**src/rtl/serial_frame_detector_if.sv**
```systemverilog
`default_nettype none
// ============================================================================
// Module   : serial_frame_detector_if
// Purpose  : Serial-in / parallel-out bundle between the serial shift stage
//            and the frame detector. ParErr exists only when
//            FRAME_PARITY_EN is defined.
// Revision : 1.0 - initial release
// ============================================================================
interface serial_frame_detector_if #(
    parameter int WIDTH = 8
) ();
    logic             D;
    logic             En;
    logic [WIDTH-1:0] Data;
    logic             Valid;
    logic             Sync;
    logic [7:0]       FrameCnt;
`ifdef FRAME_PARITY_EN
    logic             ParErr;
`endif

    // Upstream side: supplies bits, observes frames
    modport master (
        output D,
        output En,
        input  Data,
        input  Valid,
        input  Sync,
        input  FrameCnt
`ifdef FRAME_PARITY_EN
        ,
        input  ParErr
`endif
    );

    // Detector side
    modport slave (
        input  D,
        input  En,
        output Data,
        output Valid,
        output Sync,
        output FrameCnt
`ifdef FRAME_PARITY_EN
        ,
        output ParErr
`endif
    );
endinterface : serial_frame_detector_if
`default_nettype wire

```
**src/rtl/serial_frame_detector.sv**
```systemverilog
`default_nettype none
// ============================================================================
// Module   : serial_frame_detector
// Purpose  : Hunts a serial stream for a 4-bit sync pattern, deserializes the
//            following WIDTH payload bits and reports each frame with a
//            one-cycle Valid strobe and a wrapping 8-bit frame counter.
//            Optional macro FRAME_PARITY_EN adds a trailing even-parity bit
//            and a ParErr strobe.
// Revision : 1.0 - initial release
// ============================================================================
module serial_frame_detector #(
    parameter logic [3:0] SYNC  = 4'b1011,
    parameter int         WIDTH = 8
) (
    input  wire logic              Clk,
    input  wire logic              Rst,
    serial_frame_detector_if.slave bus
);

    // Payload length outside 2..32 is not supported
    generate
        if (WIDTH < 2 || WIDTH > 32) begin : g_width_check
            $error("serial_frame_detector: WIDTH must be in 2..32");
        end
    endgenerate

    localparam int                 c_cnt_w    = $clog2(WIDTH + 1);
    localparam logic [c_cnt_w-1:0] c_last_bit = c_cnt_w'(WIDTH - 1);

    localparam logic [1:0] c_st_hunt    = 2'd0;
    localparam logic [1:0] c_st_payload = 2'd1;
`ifdef FRAME_PARITY_EN
    localparam logic [1:0] c_st_parity  = 2'd2;
`endif

    logic [1:0]         r_state;
    logic [1:0]         w_state_nxt;

    logic [3:0]         r_window;
    logic [2:0]         r_fill;
    logic [WIDTH-1:0]   r_shift;
    logic [c_cnt_w-1:0] r_count;
    logic [WIDTH-1:0]   r_data;
    logic               r_valid;
    logic [7:0]         r_frame_cnt;
`ifdef FRAME_PARITY_EN
    logic               r_par_err;
    logic               w_par_ok;
`endif

    logic [3:0]         w_window_nxt;
    logic [2:0]         w_fill_nxt;
    logic               w_sync_hit;
    logic               w_last_bit;
    logic [WIDTH-1:0]   w_shift_nxt;
    logic               w_sync;

    // Candidate window/fill after taking the current bit; fill saturates at 4
    // so an all-zero sync pattern cannot match the cleared window.
    assign w_window_nxt = {r_window[2:0], bus.D};
    assign w_fill_nxt   = (r_fill == 3'd4) ? 3'd4 : (r_fill + 3'd1);
    assign w_sync_hit   = (w_window_nxt == SYNC) && (w_fill_nxt == 3'd4);
    assign w_last_bit   = (r_count == c_last_bit);
    assign w_shift_nxt  = {r_shift[WIDTH-2:0], bus.D};
`ifdef FRAME_PARITY_EN
    // Even parity: payload plus parity bit must hold an even number of ones
    assign w_par_ok     = ~(^{r_shift, bus.D});
`endif

    // State register
    always_ff @(posedge Clk or posedge Rst) begin
        if (Rst) begin
            r_state <= c_st_hunt;
        end else begin
            r_state <= w_state_nxt;
        end
    end

    // Next-state logic: only bit-strobe edges advance the machine
    always_comb begin
        w_state_nxt = r_state;
        if (bus.En) begin
            case (r_state)
                c_st_hunt: begin
                    if (w_sync_hit) begin
                        w_state_nxt = c_st_payload;
                    end
                end
                c_st_payload: begin
                    if (w_last_bit) begin
`ifdef FRAME_PARITY_EN
                        w_state_nxt = c_st_parity;
`else
                        w_state_nxt = c_st_hunt;
`endif
                    end
                end
`ifdef FRAME_PARITY_EN
                c_st_parity: begin
                    w_state_nxt = c_st_hunt;
                end
`endif
                default: begin
                    w_state_nxt = c_st_hunt;
                end
            endcase
        end
    end

    // Output decode: Sync marks every post-sync state
    always_comb begin
        w_sync = 1'b0;
        case (r_state)
            c_st_payload: w_sync = 1'b1;
`ifdef FRAME_PARITY_EN
            c_st_parity:  w_sync = 1'b1;
`endif
            default:      w_sync = 1'b0;
        endcase
    end

    // Datapath: sync window, payload shifter, result registers and strobes
    always_ff @(posedge Clk or posedge Rst) begin
        if (Rst) begin
            r_window    <= 4'd0;
            r_fill      <= 3'd0;
            r_shift     <= '0;
            r_count     <= '0;
            r_data      <= '0;
            r_valid     <= 1'b0;
            r_frame_cnt <= 8'd0;
`ifdef FRAME_PARITY_EN
            r_par_err   <= 1'b0;
`endif
        end else begin
            r_valid <= 1'b0;
`ifdef FRAME_PARITY_EN
            r_par_err <= 1'b0;
`endif
            if (bus.En) begin
                case (r_state)
                    c_st_hunt: begin
                        r_window <= w_window_nxt;
                        r_fill   <= w_fill_nxt;
                        if (w_sync_hit) begin
                            r_count <= '0;
                        end
                    end
                    c_st_payload: begin
                        // Exactly WIDTH bits are shifted per frame, so stale
                        // contents from a previous frame are fully flushed.
                        r_shift <= w_shift_nxt;
                        r_count <= r_count + 1'b1;
                        if (w_last_bit) begin
`ifndef FRAME_PARITY_EN
                            r_data      <= w_shift_nxt;
                            r_valid     <= 1'b1;
                            r_frame_cnt <= r_frame_cnt + 8'd1;
`endif
                            // Hunting restarts from an empty window
                            r_window <= 4'd0;
                            r_fill   <= 3'd0;
                        end
                    end
`ifdef FRAME_PARITY_EN
                    c_st_parity: begin
                        if (w_par_ok) begin
                            r_data      <= r_shift;
                            r_valid     <= 1'b1;
                            r_frame_cnt <= r_frame_cnt + 8'd1;
                        end else begin
                            r_par_err <= 1'b1;
                        end
                        r_window <= 4'd0;
                        r_fill   <= 3'd0;
                    end
`endif
                    default: begin
                        r_window <= 4'd0;
                        r_fill   <= 3'd0;
                    end
                endcase
            end
        end
    end

    assign bus.Data     = r_data;
    assign bus.Valid    = r_valid;
    assign bus.Sync     = w_sync;
    assign bus.FrameCnt = r_frame_cnt;
`ifdef FRAME_PARITY_EN
    assign bus.ParErr   = r_par_err;
`endif

endmodule : serial_frame_detector
`default_nettype wire
```
**src/flat_wrapper.sv**
```systemverilog
// flat-port wrapper written by rule: the top's interface ports become plain ports
module serial_frame_detector_flat 
#(
    parameter logic [3:0] SYNC  = 4'b1011,
    parameter int         WIDTH = 8
)
  (Clk, Rst, bus_D, bus_En, bus_Data, bus_Valid, bus_Sync, bus_FrameCnt);
  serial_frame_detector_if #(.WIDTH(WIDTH)) bus_i ();
  input  wire logic Clk;
  input  wire logic Rst;
  input wire logic [$bits(bus_i.D)-1:0] bus_D;
  input wire logic [$bits(bus_i.En)-1:0] bus_En;
  output wire logic [$bits(bus_i.Data)-1:0] bus_Data;
  output wire logic [$bits(bus_i.Valid)-1:0] bus_Valid;
  output wire logic [$bits(bus_i.Sync)-1:0] bus_Sync;
  output wire logic [$bits(bus_i.FrameCnt)-1:0] bus_FrameCnt;
  assign bus_i.D = bus_D;
  assign bus_i.En = bus_En;
  assign bus_Data = bus_i.Data;
  assign bus_Valid = bus_i.Valid;
  assign bus_Sync = bus_i.Sync;
  assign bus_FrameCnt = bus_i.FrameCnt;
  serial_frame_detector #(.SYNC(SYNC), .WIDTH(WIDTH)) u_core (.Clk(Clk), .Rst(Rst), .bus(bus_i));
endmodule
```
**config.mk**
```make
export PLATFORM = sky130hd
export DESIGN_NAME = serial_frame_detector_flat
export DESIGN_NICKNAME = d
export VERILOG_FILES = /design/src/rtl/serial_frame_detector_if.sv /design/src/rtl/serial_frame_detector.sv /design/src/flat_wrapper.sv
export SDC_FILE = /design/constraint.sdc
export NUM_CORES = 1
export LEC_CHECK = 0
export ABC_AREA = 0
export CAP_MARGIN = 30
export CORE_ASPECT_RATIO = 1.2
export CORE_MARGIN = 5
export CORE_UTILIZATION = 40
export DETAILED_ROUTE_END_ITERATION = 10
export PLACE_DENSITY_LB_ADDON = 0.12
export SYNTH_ARGS = -nofsm -noshare
export SYNTH_HDL_FRONTEND = slang
export SYNTH_SLANG_ARGS = --single-unit
```
**constraint.sdc**
```tcl
create_clock -name Clk -period 1.75 [get_ports Clk]
set_input_delay 0.35 -clock Clk [delete_from_list [all_inputs] [get_ports Clk]]
set_output_delay 0.35 -clock Clk [all_outputs]
set_load 0.005 [all_outputs]
```
==> results of run 1 <==
routing by layer:
layer	vias up	track usage, %
li1	519	-
met1	509	14.7
met2	20	20.1
met3	7	4.97
met4	0	7.05
met5	-	0
per-stage QoR:
step / instance area (µm²) / util [%]
final: 1950 / 53.8
after global routing: 1950 / 53.8
after CTS: 1940 / 53.3
after detailed placement: 1830 / 50.2
after global placement: 1830 / 50.2
after floorplan: 1490 / -
synth_stat cells (all sizes together) (2+ instances only):
cell type,instances,area (µm²)
mux2,7,78.8
nand3b,2,15.0
xnor2,3,26.3
dfrtp,35,876
nor2,2,7.51
nor3,3,15.0
clkbuf,2,7.51
xor2,4,35.0
nand3,4,20.0
inv,5,18.8
buf,2,16.3
nand2b,2,12.5
nand2,36,138
ha,4,50.1
a21oi,3,15.0
a22o,4,35.0
o21ai,4,20.0
layout by cell type, fill, tap and decap left out, drive strengths merged, types with 3 or more instances in the layout:
cell type and n:
nand2 36, dfrtp 35, clkdlybuf4s50 21, buf 11, clkbuf 8, mux2 7
inv 5, nand3 4, xor2 4, a22o 4, o21ai 4, ha 4
nor3 3, xnor2 3, a21oi 3
power groups by stage:
| stage | registers [mW] | logic (mW) | clock network [mW] |
|---|---|---|---|
| finish | 1.07 | 0.467 | 0.643 |
| global route | 1.10 | 0.534 | 0.701 |
| CTS | 1.06 | 0.445 | 0.663 |
| detailed placement | 1.07 | 0.432 | 0 |
| global placement | 1.07 | 0.420 | 0 |
| floorplan | 1.05 | 0.295 | 0 |
what timing repair did:
item,4_1_cts,5_1_grt
gates resized for setup,5,5
setup endpoints to repair,4,15
pin swaps,0,3
hold endpoints to repair,0,0
final cells by class:
cell class | instances | area (µm²)
clock buffers | 8 | 100
fillers | 343 | 1680
inverters | 5 | 18.8
multi-input cells | 90 | 599
flip-flops and latches | 35 | 877
well taps | 52 | 65.1
repair buffers | 32 | 293
sequential cells by signal (all words and copies together) (netlist names):
register             cells
u_core.bus.Valid         1
u_core.r_count           4
u_core.r_shift           7
u_core.r_state           1
u_core.bus.Data          8
u_core.bus.FrameCnt      8
u_core.r_fill            3
u_core.r_window          3
worst paths after layout:
| check | start | to | slack (ns) | cells after the start |
|---|---|---|---|---|
| min in group Clk | u_core.bus.Data[7] | u_core.bus.Data[7] | 0.47 | 2 |
| worst max-delay path | u_core.r_fill[0] | u_core.r_count[0] | 0.02 | 6 |
| worst max register to register | u_core.r_fill[0] | u_core.r_count[0] | 0.02 | 6 |
| worst min-delay path | Rst | u_core.bus.Data[0] | 0.47 | 3 |
| worst min register to register | u_core.bus.Data[7] | u_core.bus.Data[7] | 0.47 | 2 |
| max in group asynchronous | Rst | u_core.r_state[0] | 0.96 | 3 |
worst max-delay path, stage by stage, from the launching register on:
cell and delay, ns:
dfrtp_1 0.39, inv_2 0.08, ha_4 0.20, nand4b_1 0.16, or4b_4 0.51, o211ai_1 0.18
o21ai_1 0.08
cell families after synthesis:
kind of cell | Yosys count | synth area share (%)
and+or+nand+nor | 56 | 18.3
DFF | 35 | 58.7
AOI/OAI and AO/OA | 16 | 7.38
buffers and inverters | 9 | 2.85
xor gates and xnor gates | 7 | 4.11
muxes | 7 | 5.29
adders and majority gates | 4 | 3.36
==> metrics.yaml, run 1 <==
yosys:
  synth.net_count: 142
  synthCells: 134
  syn_area_mm2: 0.00149
  yosysWarnings: 0
  synth-async-reset-ratio_pct: 100
  post_synth_num_cell_types: 32
  synth-seq-area-share_pct: 58.7
  synth-edff-count: 0
  synth_top_flop_cell: "dfrtp_1"
  avgSynthCellArea_um2: 11.1
  ys_ff_latch: 35
floorplan:
  die_h_um: 76.9
  die_w_um: 65.7
  floorplan.initialDensity_pct: 41.0
  core-area_mm2: 0.00363
  std_cell_rows: 24
  io_pins: 22
  die_area_mm2: 0.00505
run_status:
  status: "finished clean"
cts:
  clk_pin_slew_ns: 0.07
  cts_tree: "done"
  root_buffer: "clkbuf_8"
  post-cts-setup-buffer-count: 0
  htreeDepth: 2
  clock_latency_ns: 0.29
  cts_max_path_buffers: 2
  cts_buffers: 5
  cts-hold-fix-buffers: 0
  clock-sinks: 35
worst_setup_path:
  critical_path_class: "reg -> reg"
  crit_path_max_fanout: 2
  cp-start-kind: "register"
  worst_ep_required_time_ns: 1.93
  cp.arrival_ns: 1.91
  worstSetupEndpointType: "register"
power:
  p_seq_share_pct: 49.1
  finalPower_mw: 2.18
  p_int_mw: 1.57
  power_switching_mw: 0.609
  p_clk_share_pct: 29.5
  powerDensity_mw_per_mm2: 1120
  leakage_nw: 0.957
  power.share.combinational_pct: 21.4
  max-vdd-ir-drop_v: 0.000647
  switching_share_pct: 28.0
sta:
  fin_skew_ns: 0.00723
  tns_ns: 0
  hold_viol_final: 0
  maxSlewViolCount: 0
  period_minus_slack_ns: 1.73
  max_freq_ghz: 0.578
  hold-worst-slack_ns: 0.467
  setup_violations: 0
  period_share_pct: 98.9
  grt_setup_unrepaired: "true"
  tightest_slew_ns: 0.481
  max-slew-margin-rel_pct: 67.6
  worst_slack_ns: 0.0186
place:
  place.port_buffers: 21
  place.gp.congestion: 0.810
  dp_hpwl_um: 1940
  place_inst: 214
  pre_cts_ws_ns: -0.231
drt:
  drtPass1Iterations: 2
  routedWlPerCell_um: 12.1
  top_layer: "met4"
  ant_nets: 0
  wl_met1_um: 1180
  avgViaCountPerCell: 4.75
  wl_met2_um: 1310
  num_vias: 1055
  drtIter0Drc: 31
  wl_met3_um: 131
  drt-total-wl_um: 2700
  drc: 0
worst_hold_path:
  hold_path.class: "in -> async"
global_routing:
  antenna_found_initial: 0
  grt_pass1_vias: 1097
  track_usage_pct: 12.8
  grt-ovfl-total: 0
  grt_pass1_wl_um: 4870
  grt_max_degree: 36
cells_and_area:
  diodes: 0
  syn2layout_area_growth_pct: 31.0
  fin_nets: 177
  drive_gt1_share_pct: 20.0
  fin_cells: 222
job:
  drv_cap: 0
No activity file was read; power rests on OpenSTA's default activity.
==> run 2: changes to the inputs <==
--- a/config.mk
+++ b/config.mk
@@ -7,11 +7,13 @@
 export LEC_CHECK = 0
 export ABC_AREA = 0
 export CAP_MARGIN = 30
+export CELL_PAD_IN_SITES_DETAIL_PLACEMENT = 1
+export CELL_PAD_IN_SITES_GLOBAL_PLACEMENT = 2
 export CORE_ASPECT_RATIO = 1.2
 export CORE_MARGIN = 5
-export CORE_UTILIZATION = 40
+export CORE_UTILIZATION = 31
 export DETAILED_ROUTE_END_ITERATION = 10
-export PLACE_DENSITY_LB_ADDON = 0.12
+export PLACE_DENSITY = 0.73
 export SYNTH_ARGS = -nofsm -noshare
 export SYNTH_HDL_FRONTEND = slang
 export SYNTH_SLANG_ARGS = --single-unit
==> run 2 against run 1 <==
Largest power group unchanged. Sequential share of layout area down 1.1 points. Largest cell class unchanged. Final cell count increased by 3.2%. Flip-flop and latch count is the same. Die area up 25%. Sequential power about the same. Register-to-register slack barely moved. Count of clock-buffer cells in the layout fell by 2. Core utilization is 11 points lower. Critical path depth unchanged.
==> metrics.yaml, run 2 (synthesis gave the netlist of run 1 again) <==
sta:
  period_minus_slack_ns: 1.73
  hold-worst-slack_ns: 0.469
  maxSlewViolCount: 0
  period_share_pct: 99.0
  hold_viol_final: 0
  grt_setup_unrepaired: "true"
  tightest_slew_ns: 0.443
  max-slew-margin-rel_pct: 70.4
  max_freq_ghz: 0.577
  setup_violations: 0
  fin_skew_ns: 0.00603
drt:
  drc: 0
  num_vias: 1101
  ant_nets: 0
  drtPass1Iterations: 4
  routedWlPerCell_um: 13.6
  drtIter0Drc: 38
  avgViaCountPerCell: 4.81
  drt-total-wl_um: 3110
worst_setup_path:
  worst_ep_required_time_ns: 1.92
  r2r_slack_ns: 0.02
  max_stage_delay_ns: 0.52
  cp.arrival_ns: 1.90
  worstSetupEndpointType: "register"
  critical_path_class: "reg -> reg"
  crit_slowest_cell: "or4b_4"
  crit_path_max_fanout: 2
  cp-start-kind: "register"
  worstPathCellList: "inv_2 > ha_4 > nand4b_1 > or4b_4 > o211ai_1 > o21ai_1"
cts:
  root_buffer: "clkbuf_8"
  cts_tree: "done"
  clock_latency_ns: 0.28
  htreeDepth: 2
  clk_pin_slew_ns: 0.07
  clock-sinks: 35
  cts_buffers: 5
  cts-hold-fix-buffers: 0
  cts_max_path_buffers: 2
global_routing:
  grt_pass1_wl_um: 5560
  grt_pass1_vias: 1222
  grt-ovfl-total: 0
  antenna_found_initial: 0
  grtUsageMet3_pct: 3.87
  grt_max_degree: 36
  grt_busiest_layer: "met2"
  track_usage_pct: 11.3
  grt.met2_usage_pct: 19.7
  grt.met1_usage_pct: 12.5
floorplan:
  die_w_um: 73.3
  die_area_mm2: 0.00630
  core-area_mm2: 0.00463
  die_h_um: 86.0
  std_cell_rows: 27
  io_pins: 22
  floorplan.initialDensity_pct: 32.2
cells_and_area:
  fin_cells: 229
  final_cell_mix: "nand2_1 (35), dfrtp_1 (35), clkdlybuf4s50_1 (21), buf_4 (12), mux2_2 (7)"
  fin_nets: 178
  fin_util_pct: 43.2
  drive_gt1_share_pct: 19.9
  diodes: 0
  syn2layout_area_growth_pct: 34.1
place:
  place.gp.congestion: 0.777
  place.port_buffers: 21
  dp_hpwl_um: 2310
  place_inst: 219
power:
  max-vdd-ir-drop_v: 0.000637
  powerDensity_mw_per_mm2: 1230
  finalPower_mw: 2.47
  leakage_nw: 0.979
job:
  drv_cap: 0
run_status:
  status: "finished clean"
worst_hold_path:
  hold_path.class: "in -> async"
## run 2: cell count changes in the layout (fill, tap and decap cells not counted)
cell | before | now
bufinv_16 | 0 | 2
clkbuf_8 | 7 | 5
buf_4 | 11 | 12
dfrtp_1 | 34 | 35
dfrtp_2 | 1 | 0
o21ai_0 | 1 | 0
o21ai_1 | 3 | 4
## run 2: worst paths after layout
kind / cells after the start / endpoint / from
setup / recovery: 6 / u_core.r_count[0] / u_core.r_fill[0]
setup reg to reg: 6 / u_core.r_count[0] / u_core.r_fill[0]
min in group Clk: 2 / u_core.bus.Data[7] / u_core.r_shift[6]
max in group asynchronous: 3 / u_core.bus.FrameCnt[0] / Rst
hold reg to reg: 2 / u_core.bus.Data[7] / u_core.r_shift[6]
hold / removal: 3 / u_core.bus.Data[5] / Rst
## run 2: metrics by stage
step           worst slack (ns)  setup TNS, ns  instance area [µm²]
5_1_grt                 -0.0987         -0.178                 2000
6_report                 0.0177              0                 2000
2_1_floorplan            0.0327              0                 1490
4_1_cts                 0.00244              0                 1990
3_5_place_dp             -0.252          -3.05                 1830
3_3_place_gp             -0.223          -2.51                 1830
## run 2: what timing repair did
action	4_1_cts	5_1_grt
gates resized for setup	7	3
pin swaps	2	2
buffers inserted	1	1
endpoints found under the setup margin	5	8
## run 2: cell type report
type | count | area [µm²]
clock buffers | 6 | 72.6
clock inverters | 2 | 60.1
multi-input cells | 90 | 599
inverters | 5 | 18.8
flip-flops and latches | 35 | 876
fillers | 501 | 2630
well taps | 58 | 72.6
repair buffers | 33 | 300
## run 2: critical path: cells and delay by family, from the launching register on
kind	cells	cell delay [ns]
adders and majority gates	1	0.20
DFF	1	0.39
buffers and inverters	1	0.09
AOI/OAI and AO/OA	2	0.25
and+or+nand+nor	2	0.69
## run 2: where the power goes
| group | leakage, nW | internal, mW | switching, mW | total, mW |
|---|---|---|---|---|
| logic | 0.441 | 0.305 | 0.236 | 0.541 |
| clock network | 0.0654 | 0.569 | 0.291 | 0.860 |
| registers | 0.473 | 0.948 | 0.118 | 1.07 |
## run 2: routing by layer
metal / up-vias / wire length, µm
li1: 523 / -
met1: 551 / 1310
met2: 21 / 1620
met3: 6 / 135
met4: 0 / 51
met5: - / 0
